$ cat config.mk
export PLATFORM = sky130hd
export DESIGN_NAME = smc_arb_lite
export DESIGN_NICKNAME = d
export VERILOG_FILES = /design/src/rtl/smc_arb_lite.sv
export SDC_FILE = /design/constraint.sdc
export NUM_CORES = 1
export LEC_CHECK = 0
export ABC_AREA = 1
export CORE_MARGIN = 5
export CORE_UTILIZATION = 46
export DETAILED_ROUTE_END_ITERATION = 10
export GPL_TIMING_DRIVEN = 0
export MAX_ROUTING_LAYER = met4
export PLACE_DENSITY = 0.83
export SLEW_MARGIN = 20
export SYNTH_ARGS = -nofsm -noshare
export SYNTH_HDL_FRONTEND = slang
export SYNTH_SLANG_ARGS = --single-unit
$ cat constraint.sdc
create_clock -name sys_clk -period 2.3 [get_ports sys_clk]
set_input_delay 0.46 -clock sys_clk [delete_from_list [all_inputs] [get_ports sys_clk]]
set_output_delay 0.46 -clock sys_clk [all_outputs]
set_load 0.02 [all_outputs]
$ cat src/rtl/smc_arb_lite.sv
// ---------------------------------------------------------------------------
// smc_arb_lite
//
// Round-robin request arbiter sharing the lite Static Memory Controller
// between four internal requesters (AHB slave, DMA, two spare ports).
// The winner's read strobe and chip select are registered and presented
// to the SMC together with new_access. The grant is held until the SMC
// reports the last cycle of the access (smc_done together with mac_done).
// A requester may lock the SMC for back-to-back accesses. The lock is
// bounded by MAX_LOCK consecutive accesses, after which the arbiter rotates.
//
// Parameters
//   MAX_LOCK    max consecutive accesses per locked requester (2..15)
//
// Ports
//   sys_clk     system clock, all state on rising edge
//   n_sys_reset asynchronous active-low reset
//   req         per-requester access request, held until its ack
//   req_lock    per-requester lock request, sampled at completion
//   req_n_read  per-requester active-low read
//   req_cs      per-requester chip select
//   smc_done    SMC: current access is in its last cycle
//   mac_done    SMC MAC: all sub-cycles of a multiple access are done
//   gnt         one-hot registered grant
//   gnt_id      encoded index of the granted requester (0 when none)
//   ack         one-cycle completion pulse to the owner
//   new_access  valid access to the SMC
//   n_read      registered read strobe of the owner
//   cs          registered chip select of the owner
//   arb_busy    a grant is outstanding
// ---------------------------------------------------------------------------
module smc_arb_lite #(
    parameter int unsigned MAX_LOCK = 8
) (
    input  logic       sys_clk,
    input  logic       n_sys_reset,
    input  logic [3:0] req,
    input  logic [3:0] req_lock,
    input  logic [3:0] req_n_read,
    input  logic [3:0] req_cs,
    input  logic       smc_done,
    input  logic       mac_done,
    output logic [3:0] gnt,
    output logic [1:0] gnt_id,
    output logic [3:0] ack,
    output logic       new_access,
    output logic       n_read,
    output logic       cs,
    output logic       arb_busy
);

    localparam logic [0:0] ST_IDLE = 1'b0;
    localparam logic [0:0] ST_BUSY = 1'b1;

    // lock_cnt counts re-grants within one locked run; the run may hold
    // MAX_LOCK accesses in total, so the last one sees MAX_LOCK-1.
    localparam logic [3:0] LOCK_LAST = 4'(MAX_LOCK - 1);

    logic [0:0] state_q, state_d;
    logic [3:0] gnt_q, gnt_d;
    logic [1:0] rr_ptr_q, rr_ptr_d;
    logic [3:0] lock_cnt_q, lock_cnt_d;
    logic       n_read_q, n_read_d;
    logic       cs_q, cs_d;

    logic       busy;
    logic       done_evt;
    logic [3:0] owner_relock;
    logic       keep_owner;
    logic [3:0] cand;
    logic [3:0] win_oh;
    logic [1:0] win_idx;
    logic [1:0] own_idx;

    // First set bit of cand in order ptr+1 .. ptr+4. Since ptr is the last
    // winner, a re-requesting owner is naturally considered last.
    function automatic logic [3:0] rr_pick(input logic [3:0] c, input logic [1:0] ptr);
        logic [3:0] oh;
        logic [1:0] idx;
        logic       found;
        oh    = '0;
        found = 1'b0;
        for (int i = 1; i <= 4; i++) begin
            idx = ptr + 2'(i);
            if (!found && c[idx]) begin
                oh[idx] = 1'b1;
                found   = 1'b1;
            end
        end
        return oh;
    endfunction

    function automatic logic [1:0] enc(input logic [3:0] oh);
        logic [1:0] idx;
        unique case (oh)
            4'b0010: idx = 2'd1;
            4'b0100: idx = 2'd2;
            4'b1000: idx = 2'd3;
            default: idx = 2'd0;
        endcase
        return idx;
    endfunction

    // ------------------------------------------------------------------
    // Completion and candidate selection
    // ------------------------------------------------------------------
    always_comb begin
        busy         = (state_q == ST_BUSY);
        // smc_done alone only ends one sub-cycle of a multiple access
        done_evt     = busy & smc_done & mac_done;
        owner_relock = gnt_q & req & req_lock;
        keep_owner   = (|owner_relock) && (lock_cnt_q < LOCK_LAST);
        // In BUSY the owner competes again only when it asks to stay locked;
        // a plain req still high from the owner is ignored at completion.
        if (busy) begin
            cand = (req & ~gnt_q) | owner_relock;
        end else begin
            cand = req;
        end
        win_oh  = rr_pick(cand, rr_ptr_q);
        win_idx = enc(win_oh);
        own_idx = enc(gnt_q);
    end

    // ------------------------------------------------------------------
    // Next-state logic
    // ------------------------------------------------------------------
    always_comb begin
        state_d    = state_q;
        gnt_d      = gnt_q;
        rr_ptr_d   = rr_ptr_q;
        lock_cnt_d = lock_cnt_q;
        n_read_d   = n_read_q;
        cs_d       = cs_q;

        unique case (state_q)
            ST_IDLE: begin
                if (|cand) begin
                    state_d    = ST_BUSY;
                    gnt_d      = win_oh;
                    rr_ptr_d   = win_idx;
                    lock_cnt_d = 4'd0;
                    n_read_d   = req_n_read[win_idx];
                    cs_d       = req_cs[win_idx];
                end
            end
            ST_BUSY: begin
                // Without done_evt everything stays frozen, including the
                // owner's attributes even if its inputs change.
                if (done_evt) begin
                    if (keep_owner) begin
                        lock_cnt_d = lock_cnt_q + 4'd1;
                        n_read_d   = req_n_read[own_idx];
                        cs_d       = req_cs[own_idx];
                    end else if (|cand) begin
                        // Straight handover keeps new_access high with no
                        // idle cycle, so the SMC can hold chip select.
                        gnt_d      = win_oh;
                        rr_ptr_d   = win_idx;
                        lock_cnt_d = 4'd0;
                        n_read_d   = req_n_read[win_idx];
                        cs_d       = req_cs[win_idx];
                    end else begin
                        state_d    = ST_IDLE;
                        gnt_d      = 4'b0000;
                        lock_cnt_d = 4'd0;
                        n_read_d   = 1'b1;
                        cs_d       = 1'b0;
                    end
                end
            end
            default: begin
                state_d    = ST_IDLE;
                gnt_d      = 4'b0000;
                lock_cnt_d = 4'd0;
                n_read_d   = 1'b1;
                cs_d       = 1'b0;
            end
        endcase
    end

    // ------------------------------------------------------------------
    // State registers
    // ------------------------------------------------------------------
    always_ff @(posedge sys_clk or negedge n_sys_reset) begin
        if (!n_sys_reset) begin
            state_q    <= ST_IDLE;
            gnt_q      <= 4'b0000;
            rr_ptr_q   <= 2'd3;  // requester 0 wins the first arbitration
            lock_cnt_q <= 4'd0;
            n_read_q   <= 1'b1;
            cs_q       <= 1'b0;
        end else begin
            state_q    <= state_d;
            gnt_q      <= gnt_d;
            rr_ptr_q   <= rr_ptr_d;
            lock_cnt_q <= lock_cnt_d;
            n_read_q   <= n_read_d;
            cs_q       <= cs_d;
        end
    end

    // ------------------------------------------------------------------
    // Outputs
    // ------------------------------------------------------------------
    always_comb begin
        gnt        = gnt_q;
        gnt_id     = own_idx;
        ack        = gnt_q & {4{done_evt}};
        arb_busy   = busy;
        new_access = busy;
        n_read     = n_read_q;
        cs         = cs_q;
    end

endmodule
==> flow_metrics.py, run 1 <==
metrics = {
    "layout": {
        "layout_commonest_cell": "nand2_1",
        "area_growth_pct": 34.5,
        "nNetsFinal": 299,
        "antennaDiodeCount": 0,
        "final_cells": 313,
        "layout_common_cells": "nand2_1 (51), nand3_1 (36), clkdlybuf4s50_1 (27)",
        "drive_gt1_share_pct": 23.8,
        "fillers": 295,
    },
    "worst_hold_path": {
        "holdPathStages": 2,
        "hp-class": "register to register",
        "hp-start": "n_read",
        "min_to": "n_read",
    },
    "timing": {
        "tns_ps": -61.4,
        "fin_crit_ps": 2360,
        "slew_violations": 0,
        "rsz0062_at_grt": "yes",
        "hold_viol": 0,
        "fin_ws_ps": -61.4,
        "relSlewSlack_pct": 63.7,
        "clock_skew_ps": 3.69,
        "fin_crit_sh_pct": 103,
        "whs_ps": 508,
        "max_freq_mhz": 423,
        "worst_slew_pin_slew_ps": 543,
        "setup_viol": 1,
    },
    "global_routing": {
        "grt_max_degree": 14,
        "grtUsageTotal_pct": 18.4,
        "antenna_found_initial": 0,
        "grt_remaining_overflow": 0,
        "grt_pass1_wl_um": 6320,
        "first_global_vias": 1535,
    },
    "cts": {
        "worst_skew_pair.late_latency_ps": 280,
        "hold_buffers": 0,
        "cts.path.max_buffers": 2,
        "cts_tree": "done",
        "cts_root_buf": "clkbuf_4",
        "cts_buffers": 3,
        "clock_sinks": 13,
        "cts.htree.levels": 1,
        "clk_pin_slew_ps": 70,
    },
    "setup_path": {
        "cp_max_fo": 10,
        "path_cells": "buf_6 > inv_4 > ha_4 > inv_2 > nand3_2 > nand2_4 > nor2_8 > nand3_1 > nand2_1 > nor2_4 > nand2_2 > nand3_4 > nand2_1 > nand3_1 > nand2_1 > nand2_1 > a21oi_2",
        "reg2reg_slack_ps": -60,
        "cp-start-kind": "register",
        "reg2reg_depth": 17,
        "path_buf_inv": 3,
        "crit-reg2reg-launch": "rr_ptr_q[0]",
        "critPathArrivalTime_ps": 2570,
        "end_kind": "register",
        "required_ps": 2500,
        "cp_common_cell": "nand2_1",
        "critPathMaxStageDelay_ps": 540,
        "crit_family": "simple AND/OR/NAND/NOR gates",
        "crit_type": "register to register",
        "critPathSlowestCell": "dfstp_2",
        "r2r-end": "cs",
    },
    "place": {
        "port_buffers": 33,
        "gp_congestion": 0.911,
        "dp_cells": 302,
        "dp_slack_ps": -295,
        "dp_hpwl_um": 3060,
    },
    "routing": {
        "vias": 1606,
        "drt_iter0_drc": 90,
        "via_per_inst": 5.13,
        "drc_errors": 0,
        "wl_per_cell_um": 12.3,
        "drt-total-wl_um": 3850,
        "dr.pass1.iters": 5,
        "ant_nets": 0,
    },
    "yosys": {
        "yosys_register_bits": 13,
        "synth.yosys.seq_area_share_pct": 21.6,
        "ys_types": 30,
        "synth_nets": 254,
        "yosys_warnings": 0,
        "netlist_instances": 225,
        "netlist_area_um2": 1520,
        "avgSynthCellArea_um2": 6.76,
    },
    "job": {
        "drv_cap": 0,
    },
    "pwr": {
        "p_per_area_nw_per_um2": 1400,
        "power_w": 0.00287,
        "peakVddDrop_v": 0.000741,
        "leakage_nw": 1.04,
    },
    "die": {
        "core-area_um2": 3100,
        "start_util_pct": 49.0,
        "die_h_um": 67.5,
        "die_w_um": 67.5,
        "io_pins": 34,
        "row_count": 20,
        "die_area_um2": 4550,
    },
    "outcome": {
        "status": "finished with violations",
        "violations": "setup timing",
    },
}
## worst register-to-register path, cell delays in order, from the launching register on
cell     delay (ps)
dfstp_2         540
buf_6           100
inv_4            60
ha_4            300
inv_2            50
nand3_2          80
nand2_4          90
nor2_8          180
nand3_1         130
nand2_1         130
nor2_4           50
nand2_2          80
nand3_4          90
nand2_1          70
nand3_1          70
nand2_1          80
nand2_1          60
a21oi_2         120
## cells in the mapped netlist
library cell	n	area share (%)
nand2_1	53	13
nand3_1	40	13
inv_1	28	6.9
nand3_2	16	11
nor2_1	13	3.2
o21ai_0	11	3.6
dfrtp_1	10	16
nand2_2	10	4.1
ha_1	9	7.4
clkinv_1	4	0.99
a21oi_1	3	0.99
dfstp_2	3	5.2
nand2_4	3	2.2
buf_4	2	0.99
inv_2	2	0.49
nand4_1	2	0.82
nor2_4	2	1.5
o211ai_1	2	0.99
a211oi_1	1	0.49
a21oi_2	1	0.58
and2_1	1	0.41
buf_6	1	0.74
clkbuf_1	1	0.25
inv_4	1	0.41
nand3_4	1	1.2
nor2_2	1	0.41
nor2_8	1	1.3
o2111ai_1	1	0.58
o221ai_1	1	0.58
o22ai_1	1	0.41
## per-stage QoR
stage / util (%) / cell area, µm²
after floorplan: - / 1530
after global placement: 61.8 / 1920
after detailed placement: 61.8 / 1920
after CTS: 64.4 / 2000
after global routing: 65.9 / 2040
final: 65.9 / 2040
## where the power goes
part,switching (W),internal (W),total [W]
Clock,0.0000701,0.0000673,0.000137
Combinational,0.00143,0.000886,0.00232
Sequential,0.0000918,0.000320,0.000412
Total,0.00160,0.00127,0.00287
## kinds of logic (layout without fill, tap and decap cells)
logic type / count (synthesis) / count (layout) / synth area share, %
AND/OR/NAND/NOR: 143 / 143 / 51.9
buffers and inverters: 39 / 83 / 10.8
AO/OA/AOI/OAI: 21 / 21 / 8.23
flip-flops: 13 / 13 / 21.6
adder cells (fa/ha/maj): 9 / 9 / 7.41
## layout make-up
class | count | area (µm²) | area share, %
buffer | 4 | 33.8 | 1.65
clock buffer | 4 | 26.3 | 1.29
inverter | 35 | 134 | 6.55
multi-input combinational | 173 | 1090 | 53.2
sequential | 13 | 329 | 16.1
tap | 44 | 55.1 | 2.69
timing repair buffer | 40 | 379 | 18.5
## metal layers
metal	vias to the layer above	routed length [µm]	part of all wire, %	GRT usage (%)
li1	824	-	-	-
met1	725	1770	46	21.2
met2	42	1850	48	31.8
met3	15	132	3.4	2.66
met4	0	102	2.6	7.34
met5	-	0	0	-
## flip-flops by register name (all words and copies together), names as in the netlist
name and count:
gnt 4, lock_cnt_q 4, rr_ptr_q 2, arb_busy 1
cs 1, n_read 1
## repair_timing
item / in CTS / in global routing
setup endpoints to repair: 8 / 9
gates resized for setup: 15 / 3
pin swaps: 2 / 3
setup buffers: 2 / 5
## how the worst max path moves through the flow
stage,start,to,slack (ps),cells past startpoint
after floorplan,rr_ptr_q[0],cs,50,18
after global placement,req[1],cs,-230,15
after detailed placement,req[1],cs,-290,15
after CTS,rr_ptr_q[0],cs,-80,17
after global routing,rr_ptr_q[0],cs,-190,17
final,rr_ptr_q[0],cs,-60,17
(Power assumes the default switching activity.)
==> inputs of run 2 (changes only) <==
ABC_CLOCK_PERIOD_IN_PS = 2300   (was default)
==> results of run 2 <==
Final layout, timing and power as in run 1 (identical DEF).
